## src/rtl/sprite_pkg.sv

```systemverilog
// Shared types and helpers for the sprite ROM arbiter and its round-robin picker.
package sprite_pkg;

    localparam int SPRITE_ADDR_W = 10;
    localparam int SPRITE_IDX_W  = 3;

    // Tag id is sized for the largest supported requester count (8).
    localparam int MAX_REQ  = 8;
    localparam int TAG_ID_W = 3;

    typedef struct packed {
        logic                valid;
        logic [TAG_ID_W-1:0] id;
    } rom_tag_t;

    function automatic logic [TAG_ID_W-1:0] onehot_to_idx(input logic [MAX_REQ-1:0] oh);
        logic [TAG_ID_W-1:0] idx;
        idx = '0;
        for (int i = 0; i < MAX_REQ; i++) begin
            if (oh[i]) idx |= TAG_ID_W'(i);
        end
        return idx;
    endfunction

endpackage

```

## src/rtl/rr_pick.sv

```systemverilog
// Combinational round-robin pick: first asserted request at or after rr_ptr, wrapping.
module rr_pick
    import sprite_pkg::*;
#(
    parameter int N_REQ = 4,
    parameter int IDX_W = 2
) (
    input  logic [N_REQ-1:0] req,
    input  logic [IDX_W-1:0] rr_ptr,
    output logic [N_REQ-1:0] grant,
    output logic [IDX_W-1:0] winner
);

    logic found;

    always_comb begin
        grant = '0;
        found = 1'b0;
        for (int i = 0; i < N_REQ; i++) begin
            if (!found && req[(int'(rr_ptr) + i) % N_REQ]) begin
                grant[(int'(rr_ptr) + i) % N_REQ] = 1'b1;
                found = 1'b1;
            end
        end
    end

    assign winner = IDX_W'(onehot_to_idx(MAX_REQ'(grant)));

endmodule

```

## src/rtl/sprite_rom_arbiter.sv

```systemverilog
// Shares one sprite ROM read port among N_REQ requesters; tags each read so the
// returned palette index is routed back to its owner with a one-hot valid.
module sprite_rom_arbiter
    import sprite_pkg::*;
#(
    parameter int N_REQ       = 4,
    parameter int ADDR_W      = SPRITE_ADDR_W,
    parameter int DATA_W      = SPRITE_IDX_W,
    parameter int ROM_LATENCY = 1
) (
    input  logic                    vga_clk,
    input  logic                    reset,
    input  logic [N_REQ-1:0]        req,
    input  logic [N_REQ*ADDR_W-1:0] addr,
    output logic [N_REQ-1:0]        grant,
    output logic [ADDR_W-1:0]       rom_address,
    input  logic [DATA_W-1:0]       rom_q,
    output logic [DATA_W-1:0]       rdata,
    output logic [N_REQ-1:0]        rvalid,
    output logic                    busy
);

    localparam int IDX_W = (N_REQ > 1) ? $clog2(N_REQ) : 1;

    logic [IDX_W-1:0] rr_ptr;
    logic [IDX_W-1:0] winner;
    logic             xfer;
    logic             busy_next;
    rom_tag_t         new_tag;
    rom_tag_t         out_tag;
    rom_tag_t         tag_pipe [ROM_LATENCY];

    rr_pick #(
        .N_REQ (N_REQ),
        .IDX_W (IDX_W)
    ) u_pick (
        .req    (req),
        .rr_ptr (rr_ptr),
        .grant  (grant),
        .winner (winner)
    );

    assign xfer    = |(req & grant);
    assign out_tag = tag_pipe[ROM_LATENCY-1];

    always_comb begin
        new_tag       = '0;
        new_tag.valid = xfer;
        new_tag.id    = TAG_ID_W'(winner);
    end

    // busy reflects the pipeline contents after this edge: the incoming tag plus
    // every stage except the one being retired.
    always_comb begin
        busy_next = xfer;
        for (int i = 0; i < ROM_LATENCY - 1; i++) begin
            busy_next = busy_next | tag_pipe[i].valid;
        end
    end

    always_ff @(posedge vga_clk or posedge reset) begin
        if (reset) begin
            rr_ptr      <= '0;
            rom_address <= '0;
            rdata       <= '0;
            rvalid      <= '0;
            busy        <= 1'b0;
            for (int i = 0; i < ROM_LATENCY; i++) begin
                tag_pipe[i] <= '0;
            end
        end else begin
            if (xfer) begin
                rom_address <= addr[int'(winner)*ADDR_W +: ADDR_W];
                rr_ptr      <= (winner == IDX_W'(N_REQ-1)) ? '0 : winner + 1'b1;
            end
            tag_pipe[0] <= new_tag;
            for (int i = 1; i < ROM_LATENCY; i++) begin
                tag_pipe[i] <= tag_pipe[i-1];
            end
            if (out_tag.valid) begin
                rdata  <= rom_q;
                rvalid <= N_REQ'(1) << out_tag.id;
            end else begin
                rvalid <= '0;
            end
            busy <= busy_next;
        end
    end

endmodule
```

## config.mk

```make
export PLATFORM = sky130hd
export DESIGN_NAME = sprite_rom_arbiter
export DESIGN_NICKNAME = d
export VERILOG_FILES = /design/src/rtl/sprite_pkg.sv /design/src/rtl/rr_pick.sv /design/src/rtl/sprite_rom_arbiter.sv
export SDC_FILE = /design/constraint.sdc
export NUM_CORES = 1
export LEC_CHECK = 0
export CAP_MARGIN = 20
export CORE_ASPECT_RATIO = 1.2
export CORE_MARGIN = 8
export CORE_UTILIZATION = 28
export CTS_BUF_LIST = sky130_fd_sc_hd__clkbuf_2
export DETAILED_ROUTE_END_ITERATION = 6
export PLACE_DENSITY = 0.62
export SYNTH_ARGS = -nofsm -noshare
export SYNTH_HDL_FRONTEND = slang
export SYNTH_HIERARCHICAL = 1
export SYNTH_SLANG_ARGS = --single-unit
```

## constraint.sdc

```tcl
create_clock -name vga_clk -period 3.1 [get_ports vga_clk]
set_input_delay 0.465 -clock vga_clk [delete_from_list [all_inputs] [get_ports vga_clk]]
set_output_delay 0.465 -clock vga_clk [all_outputs]
set_load 0.005 [all_outputs]
```

-- After elaboration in Yosys (flattened, before gate mapping)
Cells that the tools add are included.
- mux-type cells: 31
- bitwise operators: 7
- eq/ne operators: 1
- reduce and logical (&&, ||, !) cells: 14
- shifts and indexed selects: 2
- $lt $le $gt $ge: 8
- multipliers: 1
- $add $sub $neg: 4
- operator list (kind ; number):
    40-bit by 7-bit indexed part select with 10-bit output ; 1
    4-bit 2-to-1 mux ; 5
    1-bit 2-to-1 mux ; 15
    3-bit by 4-bit less-than comparator with 1-bit output (second input constant) ; 3
    4-bit OR ; 3
    3-bit by 1-bit >= comparator with 1-bit output (second input constant) ; 3
    1-bit binary-select mux with 2-bit select ; 4
    1-bit demux with 2-bit select ; 4
    1-bit logical AND ; 7
    2-bit 2-to-1 mux ; 3
    2-bit OR reduction ; 3
    2-bit by 3-bit multiplier with 5-bit output (second input constant) ; 1
    2-bit by 1-bit adder with 2-bit output (second input constant) ; 2
    2-bit adder (second input constant) ; 2
    4-bit bitwise AND ; 1
    4-bit OR reduction ; 1
    1-bit by 2-bit left shift with 4-bit output (first input constant) ; 1
    1-bit bitwise AND (first input constant) ; 3
    1-bit zero test ; 3
    2-bit by 3-bit less-than comparator with 1-bit output (second input constant) ; 1
    2-bit == test (second input constant) ; 1
    2-bit by 1-bit >= comparator with 1-bit output (second input constant) ; 1
- input bits: 49
- logic and storage cells: 74
- bits in registers: 22
- output and inout bits: 22

-- Depth between registers and ports, before layout
- depth in word-level cells: 19
- mapped depth: 10
- depth with buffers taken out: 9

-- Modules after synthesis
The synthesis kept the hierarchy.
- by module, submodules not included (module ; sequential area each (µm²) ; instances ; area each (µm²) ; cells an instance):
    sprite_rom_arbiter ; 550.5 ; 1 ; 1038.5 ; 61
    rr_pick ; 0.0 ; 1 ; 390.4 ; 43

-- Worst setup path after synthesis
Ideal clock, no wire load.
- path type: register to register
- start: reg rr_ptr[0]
- end: reg rom_address[0]
- clock period less this slack: 2.923 ns
- data required time: 2.975 ns
- cell stages (with the launch flop): 10
- setup time: 0.125 ns
- buffers on the path: 1
- setup slack: 0.177 ns
- arrival: 2.798 ns
- path through: dfrtp_1 > inv_1 > ha_1 > mux4_1 > nor2b_4 > nor2_1 > o31ai_1 > buf_6 > mux4_2 > mux2_2
- longest elaborated chain between the ends: 18
- elaborated cells on any way between the ends: 63
- classes of those cells: add/sub (3); mul (1); order compare (8); shift (1); mux (29); bitwise (7); reduce/logical (14)
- RTL lines (item ; RTL line ; RTL):
    start, declared ; sprite_rom_arbiter.sv:25 ; logic [IDX_W-1:0] rr_ptr;
    start signal, assigned ; sprite_rom_arbiter.sv:74 ; rr_ptr <= (winner == IDX_W'(N_REQ-1)) ? '0 : winner + 1'b1;
    2-bit by 1-bit adder with 2-bit output ; rr_pick.sv:20, rr_pick.sv:21 ;
    2-bit OR reduction (no source line) ; -- ;
    1-bit bitwise AND (no source line) ; -- ;
    3-bit by 4-bit less-than comparator with 1-bit output (not written as such) or 3-bit by 1-bit >= comparator with 1-bit output (tied branches) ; rr_pick.sv:21 ; grant[(int'(rr_ptr) + i) % N_REQ] = 1'b1;
    1-bit logical AND (not written as such) ; rr_pick.sv:21 ;
    1-bit 2-to-1 mux (not written as such) ; rr_pick.sv:21 ;
    1-bit demux with 2-bit select ; -- ;
    4-bit OR (no source line) ; -- ;
    [3 not listed] ; -- ;
    4-bit OR (no source line) ; -- ;
    4-bit 2-to-1 mux * ; rr_pick.sv:20 ; if (!found && req[(int'(rr_ptr) + i) % N_REQ]) begin
    1-bit 2-to-1 mux ; sprite_pkg.sv:20 ; if (oh[i]) idx |= TAG_ID_W'(i);
    2-bit 2-to-1 mux ; sprite_pkg.sv:20 ;
    2-bit 2-to-1 mux * ; sprite_pkg.sv:20 ;
    named net winner[0] ; sprite_rom_arbiter.sv:26 ; logic [IDX_W-1:0] winner;
    2-bit by 3-bit multiplier with 5-bit output * ; sprite_rom_arbiter.sv:73 ; rom_address <= addr[int'(winner)*ADDR_W +: ADDR_W];
    40-bit by 7-bit indexed part select with 10-bit output * ; sprite_rom_arbiter.sv:73 ;
    end signal, assigned ; sprite_rom_arbiter.sv:73 ;
    end, declared ; sprite_rom_arbiter.sv:16 ; output logic [ADDR_W-1:0] rom_address,
The timed path passes the listed nets; every way through them passes the cells marked *. The select of a mux whose other input is x is not followed.
A chain may end at the register's enable or synchronous reset.

-- Final worst setup path
- start: reg rr_ptr[0]
- end: reg rom_address[8]
- elaborated cells on any way between the ends: 63
- classes of those cells: add/sub (3); mul (1); order compare (8); shift (1); mux (29); bitwise (7); reduce/logical (14)
- RTL lines (item ; RTL line):
    2-bit by 1-bit adder with 2-bit output ; rr_pick.sv:20, rr_pick.sv:21
    2-bit OR reduction (no source line) ; --
    1-bit bitwise AND (no source line) ; --
    3-bit by 4-bit less-than comparator with 1-bit output (not written as such) or 3-bit by 1-bit >= comparator with 1-bit output (tied branches) ; rr_pick.sv:21
    1-bit logical AND (not written as such) ; rr_pick.sv:21
    1-bit 2-to-1 mux (not written as such) ; rr_pick.sv:21
    1-bit demux with 2-bit select ; --
    4-bit OR (no source line) ; --
    [2 not listed] ; --
    4-bit 2-to-1 mux ; rr_pick.sv:20
    4-bit OR (no source line) ; --
    4-bit 2-to-1 mux * ; rr_pick.sv:20
    2-bit 2-to-1 mux ; sprite_pkg.sv:20
    2-bit 2-to-1 mux * ; sprite_pkg.sv:20
    named net winner[1] ; sprite_rom_arbiter.sv:26
    2-bit by 3-bit multiplier with 5-bit output * ; sprite_rom_arbiter.sv:73
    40-bit by 7-bit indexed part select with 10-bit output * ; sprite_rom_arbiter.sv:73
Marks and branches as above.

==> flow_summary.json <==
{
  "cp.arrival_ps": 3230,
  "syn_area_per_cell_sq_um": 13.7,
  "syn_nets": 160,
  "slew_headroom_pct": 44.7,
  "place_area_sq_um": 2250,
  "routed_wl_mm": 4.37,
  "critPathBufInv": 2,
  "min_path_type": "register to register",
  "reg2reg_from": "rr_ptr[0]",
  "cp-start-kind": "register",
  "fmax_ghz": 0.336,
  "finClkSkew_ps": 5.24,
  "first_pass_iters": 4,
  "clock_path_buffers": 2,
  "root_buffer": "clkbuf_2",
  "finalInstanceArea_sq_um": 2340,
  "io_buffers": 70,
  "crit_start": "rr_ptr[0]",
  "tns_ps": 0,
  "finalCritPeriodShare_pct": 96.1,
  "worst_pin_slew_ps": 829,
  "wire_per_inst_microns": 17.7,
  "grt_pass1_wl_mm": 6.78,
  "die_x_microns": 81.2,
  "ys_warn_count": 6,
  "place_hpwl_mm": 3.57,
  "cts_hold_buf": 0,
  "grt_overflow": 0,
  "hp-start": "out_tag[1]",
  "fp.dieArea_sq_um": 7650,
  "clk_pin_slew_ps": 210,
  "leakage_nw": 0.973,
  "coreArea_sq_um": 4940,
  "syn_inst": 104,
  "finalSetupViolations": 0,
  "cts.sinks": 22,
  "critPathMostFrequentCell": "mux4_2",
  "num_antenna_cells": 0,
  "drive_above_1_share_pct": 26.2,
  "final_cells": 247,
  "drv_slew": 0,
  "start_util_pct": 28.9,
  "vias_per_cell": 4.99,
  "dp.cells": 235,
  "min_period_ps": 2980,
  "worst_hold_slack_ps": 484,
  "final_nets": 244,
  "drc_errors": 0,
  "cp_max_fo": 12,
  "io_pins": 71,
  "max_cap_viol_count": 0,
  "max_stage_delay_ps": 530,
  "fillers": 443,
  "gp_congestion": 0.766,
  "cts_tree": "done",
  "yosysUniqueCellTypes": 25,
  "crit_slowest_cell": "o31a_1",
  "row_count": 28,
  "required_ps": 3350,
  "syn_area_sq_um": 1430,
  "finalHoldViolCount": 0,
  "power.density_nw_per_um2": 1220,
  "syn2layout_area_growth_pct": 63.9,
  "worst-setup-path-type": "register to register",
  "initialDrtViolationCount": 68,
  "antenna_left": 0,
  "synth_seq_cells": 22,
  "clk-insertion-delay-late_ps": 330,
  "cts_buffers": 3,
  "multi_input_area_sq_um": 856,
  "grt_max_degree": 23,
  "fp.dieH_microns": 94.3,
  "regArea_sq_um": 552,
  "outcome": "finished, final reports clean",
  "cp-end-kind": "register",
  "cpLargestDelayFamily": "multiplexers",
  "antenna_found_initial": 0,
  "gr-usage-all-layers_pct": 11.6,
  "via_count": 1232,
  "ir_worst_vdd_v": 0.000498,
  "grt_pass1_vias": 1360,
  "path_cells": "inv_1 > ha_1 > mux4_2 > buf_4 > nor4b_1 > a21oi_1 > o31a_1 > mux4_2 > mux2_2",
  "htree_levels": 1,
  "seq_area_frac_synth_pct": 38.5
}
layout by cell type, fill, tap and decap left out:
| master | netlist | routed |
|---|---|---|
| nor2b_1 | 5 | 5 |
| mux4_2 | 11 | 11 |
| and3_1 | 1 | 1 |
| o31ai_1 | 5 | 1 |
| clkbuf_2 | 0 | 3 |
| nor4b_1 | 1 | 1 |
| a221oi_1 | 4 | 4 |
| clkinv_1 | 0 | 1 |
| mux2i_1 | 1 | 1 |
| a21oi_1 | 1 | 1 |
| mux4_1 | 3 | 3 |
| ha_1 | 7 | 7 |
| nor3b_1 | 1 | 1 |
| clkdlybuf4s50_1 | 0 | 66 |
| a22oi_1 | 2 | 2 |
| o22ai_1 | 1 | 1 |
| nand2_1 | 6 | 6 |
| dfrtp_2 | 0 | 1 |
| buf_4 | 1 | 12 |
| o31a_1 | 1 | 1 |
| and3b_1 | 1 | 1 |
| dlymetal6s2s_1 | 0 | 1 |
| o21ai_0 | 1 | 1 |
| mux2_2 | 15 | 15 |
| buf_12 | 0 | 2 |
| inv_1 | 3 | 3 |
| nor2b_4 | 1 | 1 |
| o31ai_2 | 0 | 3 |
| o31ai_4 | 0 | 1 |
| dlygate4sd2_1 | 0 | 3 |
| dfrtp_1 | 22 | 21 |
| nor2_1 | 6 | 6 |
through the flow:
stage               util [%]  power, mW  worst slack [ps]
finish                  47.4       2.85               122
global route            47.4       3.08             -1.47
detailed placement      45.5       2.64              -169
CTS                     47.1       2.86              3.66
floorplan                  -       1.87               177
global placement        45.5       2.58             -94.0
what timing repair did:
| item | in CTS | in global routing |
|---|---|---|
| setup buffers | 6 | 2 |
| resized for setup | 7 | 1 |
| gates cloned | 0 | 0 |
| pin swaps | 4 | 0 |
| endpoints found under the hold margin | 0 | 0 |
| endpoints found under the setup margin | 4 | 3 |
final timing paths:
path / to / slack (ps) / depth (start not counted)
worst max register to register: rom_address[8] / 120 / 9
worst min-delay path: rvalid[1] / 480 / 1
worst min register to register: rvalid[1] / 480 / 1
min in group asynchronous: rr_ptr[1] / 570 / 2
worst max-delay path: rom_address[8] / 120 / 9
max in group asynchronous: rr_ptr[1] / 1980 / 2
routing by layer:
metal / routed length, microns / GRT usage (%)
met1: 1500 / 11.5
met2: 2500 / 22.2
met3: 231 / 1.72
met4: 137 / 5.82
met5: 0 / 0
cells in the mapped netlist (all sizes together):
cell	instances	area share, %
o31a	1	0.61
nor3b	1	0.53
nor4b	1	0.61
mux4	14	23
and3	1	0.44
mux2	15	12
mux2i	1	0.70
inv	3	0.79
a221oi	4	2.5
buf	5	2.8
ha	7	6.1
nand2	6	1.6
o22ai	1	0.44
nor2	6	1.6
a21oi	1	0.35
dfrtp	22	39
and3b	1	0.61
o31ai	5	2.6
a22oi	2	1.1
nor2b	6	3.2
o21ai	1	0.35
final cells by class:
cell class / instances / area share, %
inverters: 3 / 0.481
repair buffers: 84 / 35.4
well taps: 60 / 3.21
flip-flops and latches: 22 / 23.6
clock buffers: 3 / 0.641
clock inverters: 1 / 0.160
multi-input cells: 74 / 36.5
sequential cells by signal, summed over array words and instances, names as in the netlist:
signal	count
out_tag	3
rvalid	4
rom_address	10
rdata	3
rr_ptr	2
cells by family after synthesis:
kind of cell    synth area share (%)
simple gates                    8.49
buf+inv                         3.59
mux                             35.4
fa+ha+maj                       6.13
flops                           38.5
compound gates                  7.88
power breakdown:
group / internal (mW) / total [mW] / switching [mW]
registers: 0.447 / 0.540 / 0.0935
clock network: 0.0280 / 0.116 / 0.0882
logic: 1.32 / 2.19 / 0.872
No activity file was read; power rests on OpenSTA's default activity.
